===== src/rtl/ul_srch_seg_pwr_acc_pkg.sv =====
// Shared definitions for the UL search per-segment RE power accumulator:
// subcarrier-spacing codes, segment lengths, FSM states and result metadata.
package ul_srch_seg_pwr_acc_pkg;

    localparam logic [1:0] SCS_OFF = 2'd0;
    localparam logic [1:0] SCS_5   = 2'd1;
    localparam logic [1:0] SCS_15  = 2'd2;
    localparam logic [1:0] SCS_30  = 2'd3;

    localparam logic [7:0] SEG_LEN_SCS5  = 8'd180;
    localparam logic [7:0] SEG_LEN_SCS15 = 8'd60;
    localparam logic [7:0] SEG_LEN_SCS30 = 8'd30;

    typedef enum logic {
        ST_IDLE = 1'b0,
        ST_ACC  = 1'b1
    } state_t;

    // Everything of a result except the power sum, whose width is a parameter.
    typedef struct packed {
        logic [7:0] seg;
        logic [7:0] cnt;
        logic       full;
    } res_meta_t;

    // Number of REs in one 900 kHz segment for a given spacing code.
    function automatic logic [7:0] seg_len(input logic [1:0] scs);
        logic [7:0] len;
        case (scs)
            SCS_5:   len = SEG_LEN_SCS5;
            SCS_15:  len = SEG_LEN_SCS15;
            SCS_30:  len = SEG_LEN_SCS30;
            default: len = 8'd0;
        endcase
        return len;
    endfunction

endpackage


===== src/rtl/ul_srch_seg_pwr_acc_sat_add.sv =====
// Saturating adder: ACC_W-bit accumulator plus PWR_W-bit sample, clamped
// to all-ones on overflow. Assumes ACC_W >= PWR_W.
module ul_srch_seg_sat_add #(
    parameter int ACC_W = 24,
    parameter int PWR_W = 16
) (
    input  logic [ACC_W-1:0] acc,
    input  logic [PWR_W-1:0] add,
    output logic [ACC_W-1:0] sum
);

    logic [ACC_W:0] wide_s;

    // Widen by one bit so the carry out flags overflow, then clamp.
    always_comb begin
        wide_s = {1'b0, acc} + {{(ACC_W + 1 - PWR_W){1'b0}}, add};
        if (wide_s[ACC_W]) begin
            sum = {ACC_W{1'b1}};
        end else begin
            sum = wide_s[ACC_W-1:0];
        end
    end

endmodule


===== src/rtl/ul_srch_seg_pwr_acc.sv =====
// Per-900kHz-segment RE power accumulator. Sums tagged RE power per segment
// and emits one result per segment through an out register backed by one
// pending register (needed when a segment jump and a close coincide).
module ul_srch_seg_pwr_acc
    import ul_srch_seg_pwr_acc_pkg::*;
#(
    parameter int PWR_W = 16,
    parameter int ACC_W = 24
) (
    input  logic             clk,
    input  logic             rst_n,
    input  logic             sym_start,
    input  logic [1:0]       scs,
    input  logic             in_vld,
    output logic             in_rdy,
    input  logic [7:0]       in_seg,
    input  logic [7:0]       in_mod,
    input  logic [PWR_W-1:0] in_pwr,
    input  logic             in_last,
    output logic             out_vld,
    input  logic             out_rdy,
    output logic [7:0]       out_seg,
    output logic [ACC_W-1:0] out_pwr,
    output logic [7:0]       out_cnt,
    output logic             out_full,
    output logic             err_order
);

    logic [1:0]       scs_q_r;
    state_t           state_r;
    state_t           state_s;
    logic [7:0]       cur_seg_r;
    logic [ACC_W-1:0] acc_r;
    logic [7:0]       cnt_r;
    logic [7:0]       last_mod_r;
    logic             err_order_r;

    logic             out_vld_r;
    res_meta_t        out_meta_r;
    logic [ACC_W-1:0] out_pwr_r;
    logic             pend_vld_r;
    res_meta_t        pend_meta_r;
    logic [ACC_W-1:0] pend_pwr_r;

    logic [7:0]       seg_len_s;
    logic             in_rdy_s;
    logic             accept_s;
    logic             same_seg_s;
    logic             jump_s;
    logic             close_s;
    logic             order_err_s;
    logic [ACC_W-1:0] sum_s;
    logic [ACC_W-1:0] nxt_acc_s;
    logic [7:0]       nxt_cnt_s;
    res_meta_t        jump_meta_s;
    res_meta_t        close_meta_s;

    ul_srch_seg_sat_add #(
        .ACC_W (ACC_W),
        .PWR_W (PWR_W)
    ) u_sat_add (
        .acc (acc_r),
        .add (in_pwr),
        .sum (sum_s)
    );

    // With spacing off every beat is swallowed; otherwise a beat can only be
    // taken when both result slots can absorb up to two new results.
    assign seg_len_s   = seg_len(scs_q_r);
    assign in_rdy_s    = (scs_q_r == SCS_OFF) | (!pend_vld_r & (!out_vld_r | out_rdy));
    assign accept_s    = in_vld & in_rdy_s & !sym_start & (scs_q_r != SCS_OFF);
    assign same_seg_s  = (state_r == ST_ACC) & (in_seg == cur_seg_r);
    assign jump_s      = accept_s & (state_r == ST_ACC) & !same_seg_s;
    assign close_s     = accept_s & ((in_mod == (seg_len_s - 8'd1)) | in_last);
    assign order_err_s = accept_s & same_seg_s & (in_mod <= last_mod_r);

    // Open-segment update values and the two possible results of this beat.
    always_comb begin
        nxt_acc_s = ACC_W'(in_pwr);
        nxt_cnt_s = 8'd1;
        if (same_seg_s) begin
            nxt_acc_s = sum_s;
            if (cnt_r == 8'hFF) begin
                nxt_cnt_s = cnt_r;
            end else begin
                nxt_cnt_s = cnt_r + 8'd1;
            end
        end else begin
            nxt_acc_s = ACC_W'(in_pwr);
            nxt_cnt_s = 8'd1;
        end
        jump_meta_s.seg   = cur_seg_r;
        jump_meta_s.cnt   = cnt_r;
        jump_meta_s.full  = (cnt_r == seg_len_s);
        close_meta_s.seg  = in_seg;
        close_meta_s.cnt  = nxt_cnt_s;
        close_meta_s.full = (nxt_cnt_s == seg_len_s);
    end

    // Next-state: symbol start always returns to IDLE; a closing beat ends the
    // segment, any other accepted beat leaves one open.
    always_comb begin
        state_s = state_r;
        if (sym_start) begin
            state_s = ST_IDLE;
        end else if (accept_s) begin
            if (close_s) begin
                state_s = ST_IDLE;
            end else begin
                state_s = ST_ACC;
            end
        end else begin
            state_s = state_r;
        end
    end

    // FSM state register.
    always_ff @(posedge clk or negedge rst_n) begin
        if (!rst_n) begin
            state_r <= ST_IDLE;
        end else begin
            state_r <= state_s;
        end
    end

    // Spacing latch and sticky ordering error, both re-armed at symbol start.
    always_ff @(posedge clk or negedge rst_n) begin
        if (!rst_n) begin
            scs_q_r     <= SCS_OFF;
            err_order_r <= 1'b0;
        end else if (sym_start) begin
            scs_q_r     <= scs;
            err_order_r <= 1'b0;
        end else if (order_err_s) begin
            err_order_r <= 1'b1;
        end
    end

    // Open-segment registers; a jump reopens them with the jumping beat.
    always_ff @(posedge clk or negedge rst_n) begin
        if (!rst_n) begin
            cur_seg_r  <= 8'd0;
            acc_r      <= {ACC_W{1'b0}};
            cnt_r      <= 8'd0;
            last_mod_r <= 8'd0;
        end else if (accept_s) begin
            cur_seg_r  <= in_seg;
            acc_r      <= nxt_acc_s;
            cnt_r      <= nxt_cnt_s;
            last_mod_r <= in_mod;
        end
    end

    // Result slots: pending refills out when out drains; otherwise the older
    // new result goes to out and a second (newer) one to pending.
    always_ff @(posedge clk or negedge rst_n) begin
        if (!rst_n) begin
            out_vld_r   <= 1'b0;
            out_meta_r  <= '{seg: 8'd0, cnt: 8'd0, full: 1'b0};
            out_pwr_r   <= {ACC_W{1'b0}};
            pend_vld_r  <= 1'b0;
            pend_meta_r <= '{seg: 8'd0, cnt: 8'd0, full: 1'b0};
            pend_pwr_r  <= {ACC_W{1'b0}};
        end else if (pend_vld_r) begin
            if (!out_vld_r | out_rdy) begin
                out_vld_r  <= 1'b1;
                out_meta_r <= pend_meta_r;
                out_pwr_r  <= pend_pwr_r;
                pend_vld_r <= 1'b0;
            end
        end else if (jump_s) begin
            out_vld_r  <= 1'b1;
            out_meta_r <= jump_meta_s;
            out_pwr_r  <= acc_r;
            if (close_s) begin
                pend_vld_r  <= 1'b1;
                pend_meta_r <= close_meta_s;
                pend_pwr_r  <= nxt_acc_s;
            end
        end else if (close_s) begin
            out_vld_r  <= 1'b1;
            out_meta_r <= close_meta_s;
            out_pwr_r  <= nxt_acc_s;
        end else if (out_vld_r & out_rdy) begin
            out_vld_r <= 1'b0;
        end
    end

    assign in_rdy    = in_rdy_s;
    assign out_vld   = out_vld_r;
    assign out_seg   = out_meta_r.seg;
    assign out_cnt   = out_meta_r.cnt;
    assign out_full  = out_meta_r.full;
    assign out_pwr   = out_pwr_r;
    assign err_order = err_order_r;

endmodule


===== config.mk =====
export PLATFORM = sky130hd
export DESIGN_NAME = ul_srch_seg_pwr_acc
export DESIGN_NICKNAME = d
export VERILOG_FILES = /design/src/rtl/ul_srch_seg_pwr_acc_pkg.sv /design/src/rtl/ul_srch_seg_pwr_acc_sat_add.sv /design/src/rtl/ul_srch_seg_pwr_acc.sv
export SDC_FILE = /design/constraint.sdc
export NUM_CORES = 1
export LEC_CHECK = 0
export BUFFER_PORTS_ARGS = -buffer_cell sky130_fd_sc_hd__buf_2
export CAP_MARGIN = 20
export CORE_ASPECT_RATIO = 1.2
export CORE_MARGIN = 2
export CORE_UTILIZATION = 25
export DETAILED_ROUTE_END_ITERATION = 8
export GPL_TIMING_DRIVEN = 0
export HOLD_SLACK_MARGIN = 0.08
export PLACE_DENSITY = 0.44
export SETUP_SLACK_MARGIN = 0.1
export SYNTH_ARGS = -nofsm -noshare
export SYNTH_HDL_FRONTEND = slang
export SYNTH_HIERARCHICAL = 1
export SYNTH_SLANG_ARGS = --single-unit

===== constraint.sdc =====
create_clock -name clk -period 2.9 [get_ports clk]
set_input_delay 0.29 -clock clk [delete_from_list [all_inputs] [get_ports clk]]
set_output_delay 0.29 -clock clk [all_outputs]
set_load 0.01 [all_outputs]

Word-level counts from Yosys, hierarchy flattened

Cells that the tools add are included.

Register bits after elaboration: 136
Bits of input ports: 40
Output and inout port bits: 44
Word-level logic and storage cells: 85

$add $sub $neg: 3
Magnitude comparators: 1
Equality and inequality tests: 9
Mux-type cells: 27
Bitwise gates (word level): 15
Reduce and logical (&&, ||, !) cells: 13

Operators with widths:

| kind                | number |
|---|---|
| $mux 24             | 6 |
| $mux 17             | 4 |
| $eq 8x8->1          | 4 |
| $add 24x16->25      | 1 |
| $pmux 8 s3          | 1 |
| $mux 8              | 2 |
| $mux 1              | 14 |
| $and 1x1->1         | 11 |
| $add 8x1->8 const B | 1 |
| $eq 8x8->1 const B  | 1 |
| $le 8x8->1          | 1 |
| $sub 8x1->8 const B | 1 |
| $reduce_bool 2->1   | 3 |
| $eq 2x2->1 const B  | 2 |
| $logic_not 1->1     | 4 |
| $reduce_and 2->1    | 2 |
| $reduce_bool 4->1   | 1 |
| $or 1x1->1          | 3 |
| $reduce_and 3->1    | 1 |
| $reduce_bool 3->1   | 1 |
| $eq 2x1->1 const B  | 1 |
| $logic_not 2->1     | 1 |
| $ne 2x1->1 const B  | 1 |
| $not 1->1           | 1 |

Depth between registers and ports, before layout

Word-level depth: 11
Mapped depth: 14
Mapped depth without buffers: 13

Cells and area by module

The synthesis kept the hierarchy.

Modules (own cells, without submodules):

| module              | times used | cells each | area each (um^2) |
|---|---|---|---|
| ul_srch_seg_pwr_acc | 1          | 796        | 7265.7 |
| ul_srch_seg_sat_add | 1          | 150        | 1047.3 |

Least setup slack after synthesis

No wires, ideal clock.

Path kind: reg2reg
Start point: register acc_r[0]
End point: register out_pwr_r[21], in the netlist out_pwr[21]
Library setup time: 0.127 ns
Data arrival time: 2.603 ns
Required time: 2.773 ns
Path slack: 0.170 ns
Cell stages (with the launch flop): 13
Path buffers: 1
Clock period less this slack: 2.730 ns
Path through: dfrtp_1 -> ha_1 -> fa_1 -> a21o_1 -> a221oi_2 -> nor3b_2 -> o21ai_2 -> or2_1 -> buf_6 -> nand2_1 -> mux2_4 -> a221oi_1 -> o31ai_1

Cells in the longest elaborated chain, start to end: 6

RTL lines:

| item                   | line                              | RTL |
|---|---|---|
| from (decl)            | ul_srch_seg_pwr_acc.sv:33         | `logic [ACC_W-1:0] acc_r;` |
| from (signal assigned) | ul_srch_seg_pwr_acc.sv:143        | `acc_r <= {ACC_W{1'b0}};` |
| from (signal assigned) | ul_srch_seg_pwr_acc.sv:148        | `acc_r <= nxt_acc_s;` |
| $add 24x16->25         | ul_srch_seg_pwr_acc_sat_add.sv:16 | `wide_s = {1'b0, acc} + {{(ACC_W + 1 - PWR_W){1'b0}}, add};` |
| $mux 24                | ul_srch_seg_pwr_acc_sat_add.sv:17 | `if (wide_s[ACC_W]) begin` |
| via sum_s[21]          | ul_srch_seg_pwr_acc.sv:52         | `logic [ACC_W-1:0] sum_s;` |
| $mux 24                | ul_srch_seg_pwr_acc.sv:81         | `if (same_seg_s) begin` |
| $mux 24                | ul_srch_seg_pwr_acc.sv:180        | `end else if (close_s) begin` |
| $mux 24                | ul_srch_seg_pwr_acc.sv:171        | `end else if (jump_s) begin` |
| $mux 24                | ul_srch_seg_pwr_acc.sv:164        | `end else if (pend_vld_r) begin` |
| to (signal assigned)   | ul_srch_seg_pwr_acc.sv:168        | `out_pwr_r <= pend_pwr_r;` |
| to (signal assigned)   | ul_srch_seg_pwr_acc.sv:174        | `out_pwr_r <= acc_r;` |
| to (signal assigned)   | ul_srch_seg_pwr_acc.sv:183        | `out_pwr_r <= nxt_acc_s;` |
| to (decl)              | ul_srch_seg_pwr_acc.sv:40         | `logic [ACC_W-1:0] out_pwr_r;` |

The timed path passes the listed nets, and every way through them passes these cells. The select of a mux whose other input is x is not followed.
A chain may end at the register's enable or synchronous reset.

Worst setup path after layout

Ends and elaborated chain as after synthesis.

==> results_dict.tcl <==
set metrics [dict create \
    status "finished, violations left" \
    violations "negative setup slack" \
    hold_end "last_mod_r[5]" \
    syn_inst 946 \
    required_ns 3.21 \
    synth_cell_type_count 69 \
    period_share 1.00 \
    critPathBufInv 2 \
    grt_pass1_wl_um 44900 \
    cp_common_cell "a221oi_4" \
    regToRegSetupSlack_ns -0.007 \
    max_freq_ghz 0.344 \
    io_pins 84 \
    synthesis.nets 1018 \
    synth_most_common_cell "nand2_1" \
    place_congestion 0.845 \
    path_clk_slew_ns 0.06 \
    clk_latency_ns 0.43 \
    cts_root_buf "clkbuf_16" \
    synth_edf_count 0 \
    netlist_area_um2 8310 \
    grt_max_degree 74 \
    ys.flop_type "dfrtp_1" \
    synth_fa_ha_area_frac 0.0491 \
    arrival_ns 3.22 \
    synth-xor-area-share 0.0327 \
    critPathMaxFanout 6 \
    regToRegStartpoint "acc_r[0]" \
    die_w_um 170 \
    cts_buffers 17 \
    cts.sinks 136 \
    slowest_stage "dfrtp_1" \
    htree_levels 4 \
    synth-seq-cells 136 \
    tightest_slew_ns 0.808 \
    wl_um 28900 \
    period_needed_ns 2.91 \
    synth_top_cell_by_area "dfrtp_1" \
    r2r_end "out_pwr[21]" \
    drive_gt1_frac 0.263 \
    final-hold-violation-count 0 \
    setup_viol 1 \
    drc_errors 0 \
    synthTopCellsByCount "188 x nand2_1, 136 x dfrtp_1, 62 x a21oi_1, 58 x o21ai_0, 42 x nor2_1" \
    grt_pass1_vias 7530 \
    async_flop_share 1.00 \
    core_area_um2 33000 \
    synth_area_leaders "dfrtp_1 41%, nand2_1 8.5%, ha_1 4.7%, a21oi_1 3.7%, o21ai_0 3.5%" \
    vias 7570 \
    fin_ws_ns -0.00731 \
    fp.dieH_um 204 \
    min_path_type "input pin to flip-flop" \
    min-delay-start "in_mod[5]" \
    reg2reg_depth 13 \
    rows 73 \
    ant_nets 0 \
    wl_per_cell_um 18.8 \
    p_leak_nw 4.56 \
    peakVddDrop_mv 0.285 \
    viasPerCell 4.93 \
    cap_violations 0 \
    utilization 0.322 \
    nNetsFinal 1145 \
    holdPathStages 3 \
    powerDensity_nw_per_um2 673 \
    synth_mux_area_frac 0.0322 \
    endpoint_kind "flip-flop" \
    skew_ns 0.0141 \
    floorplan.initialDensity 0.252 \
    antenna_found_initial 2 \
    ys_warn_count 6 \
    syn_avg_cell_area_um2 8.79 \
    dieArea_um2 34700 \
    synth_compound_area_frac 0.227 \
    rsz0062_at_grt "yes" \
    cp_cell_sequence "ha_2 -> fa_2 -> a21o_4 -> a221oi_4 -> nor3b_2 -> o21ai_2 -> or2_1 -> buf_6 -> buf_4 -> nand2_1 -> mux2_4 -> a221oi_4 -> o31ai_1" \
    slowest_delay_ns 0.39 \
    synthSimpleGateAreaFrac 0.191 \
    cts_tree "done" \
    drtIter0Drc 494 \
    gr-usage-all-layers 0.170 \
    area_growth_pct 27.6 \
    crit_family "compound AO/OA/AOI/OAI gates" \
    place_ws_ns -0.431 \
    synth_top_family_by_area "compound AO/OA/AOI/OAI gates" \
    drv_slew 0 \
    startpoint_type "flip-flop" \
    yosysSeqAreaShare 0.409 \
    crit_type "flip-flop to flip-flop" \
    dpl.hpwl_um 21300 \
    synth.top_cell.area_share 0.409 \
    clockBufferDepth 2 \
    max_slew_margin 0.457 \
    first_pass_iters 5 \
    numPortBuffers 83 \
    overflow 0 \
]
[registers in the layout, indices dropped and copies added (netlist names)]
| register | cells |
|---|---|
| acc_r | 24 |
| out_pwr | 24 |
| pend_pwr_r | 24 |
| pend_meta_r | 17 |
| cnt_r | 8 |
| cur_seg_r | 8 |
| last_mod_r | 8 |
| out_cnt | 8 |
| out_seg | 8 |
| scs_q_r | 2 |
| err_order | 1 |
| out_full | 1 |
| out_vld | 1 |
| pend_vld_r | 1 |
| state_r | 1 |
[logic make-up after synthesis]
group                    Yosys count
adder cells (fa/ha/maj)           32
XOR/XNOR                          31
AO/OA/AOI/OAI                    277
flip-flops                       136
AND/OR/NAND/NOR                  346
buffers and inverters            100
multiplexers                      24
[power by group]
group	internal, mW	switching (mW)	leakage [nW]
clock network	1.45	0.947	0.294
logic	0.951	1.28	2.56
registers	2.28	0.239	1.71
[area by class of cell]
| cell class | instances | area (um2) |
|---|---|---|
| clock inverters | 14 | 195 |
| fillers | 3510 | 22400 |
| inverters | 31 | 116 |
| well taps | 450 | 563 |
| diodes | 1 | 2.50 |
| multi-input cells | 710 | 4830 |
| repair buffers | 108 | 669 |
| plain buffers | 69 | 392 |
| flip-flops and latches | 136 | 3410 |
| clock buffers | 18 | 429 |
[repair_timing]
action                                  CTS  global route
pin swaps                                19            14
endpoints found under the setup margin   57            53
setup buffers                            14             7
hold buffers                              3             0
hold endpoints to repair                 65             0
gates cloned                              1             0
gates resized for setup                  55            48
[cell usage in the layout (no fill, tap or decap), types with 10 or more instances in the layout]
master,instances
a21oi_1,44
a21oi_2,19
a22o_1,12
a31oi_1,22
a32oi_1,12
buf_2,92
buf_4,20
buf_6,14
clkbuf_1,36
clkbuf_16,17
dfrtp_1,134
ha_1,23
inv_1,31
mux2_2,13
nand2_1,175
nand3_1,17
nand4_1,25
nor2_1,40
nor2b_1,20
nor3_1,10
o211ai_1,16
o21ai_0,53
o21ai_2,23
o31ai_1,12
xnor2_1,19
xor2_1,11
[metrics by stage]
step                hold slack [ns]  std cells  area (um2)  TNS (ns)  power [mW]
CTS                          0.0975       1530       10400         0        7.02
global route                  0.109       1536       10600    -0.393        7.54
detailed placement            0.353       1480        9330     -6.44        4.46
finish                        0.116       1537       10600  -0.00731        7.14
floorplan                  -0.00559        946        8310         0        3.78
global placement              0.460       1479        9290   -107.17        4.45
[metal layers]
layer  vias to the layer above  track usage  part of all wire  wire length (um)
met4                         2       0.0519             0.018               524
met1                      3739        0.222              0.46             13100
met5                         -            0           0.00024                 7
met2                       160        0.288              0.49             14200
li1                       3640            -                 -                 -
met3                        29       0.0279             0.033               947
[worst register-to-register path: cells and delay by family (launching register included)]
kind                       cells  cell delay (ns)
DFF                            1             0.39
AOI/OAI and AO/OA              5             0.99
muxes                          1             0.29
buffers and inverters          2             0.27
adders and majority gates      2             0.56
and+or+nand+nor                3             0.29
[how the worst max path moves through the flow]
stage                     slack, ns      start             end  cells after the start
final                        -0.007   acc_r[0]     out_pwr[21]                     13
after global routing           -0.1   acc_r[0]     out_pwr[23]                     13
after CTS                      0.02   acc_r[0]     out_pwr[13]                     15
after detailed placement      -0.43  in_pwr[0]     out_pwr[12]                     15
after global placement        -0.77      rst_n  pend_meta_r[4]                      1
after floorplan                0.17   acc_r[0]     out_pwr[21]                     12
(Power assumes the default switching activity.)
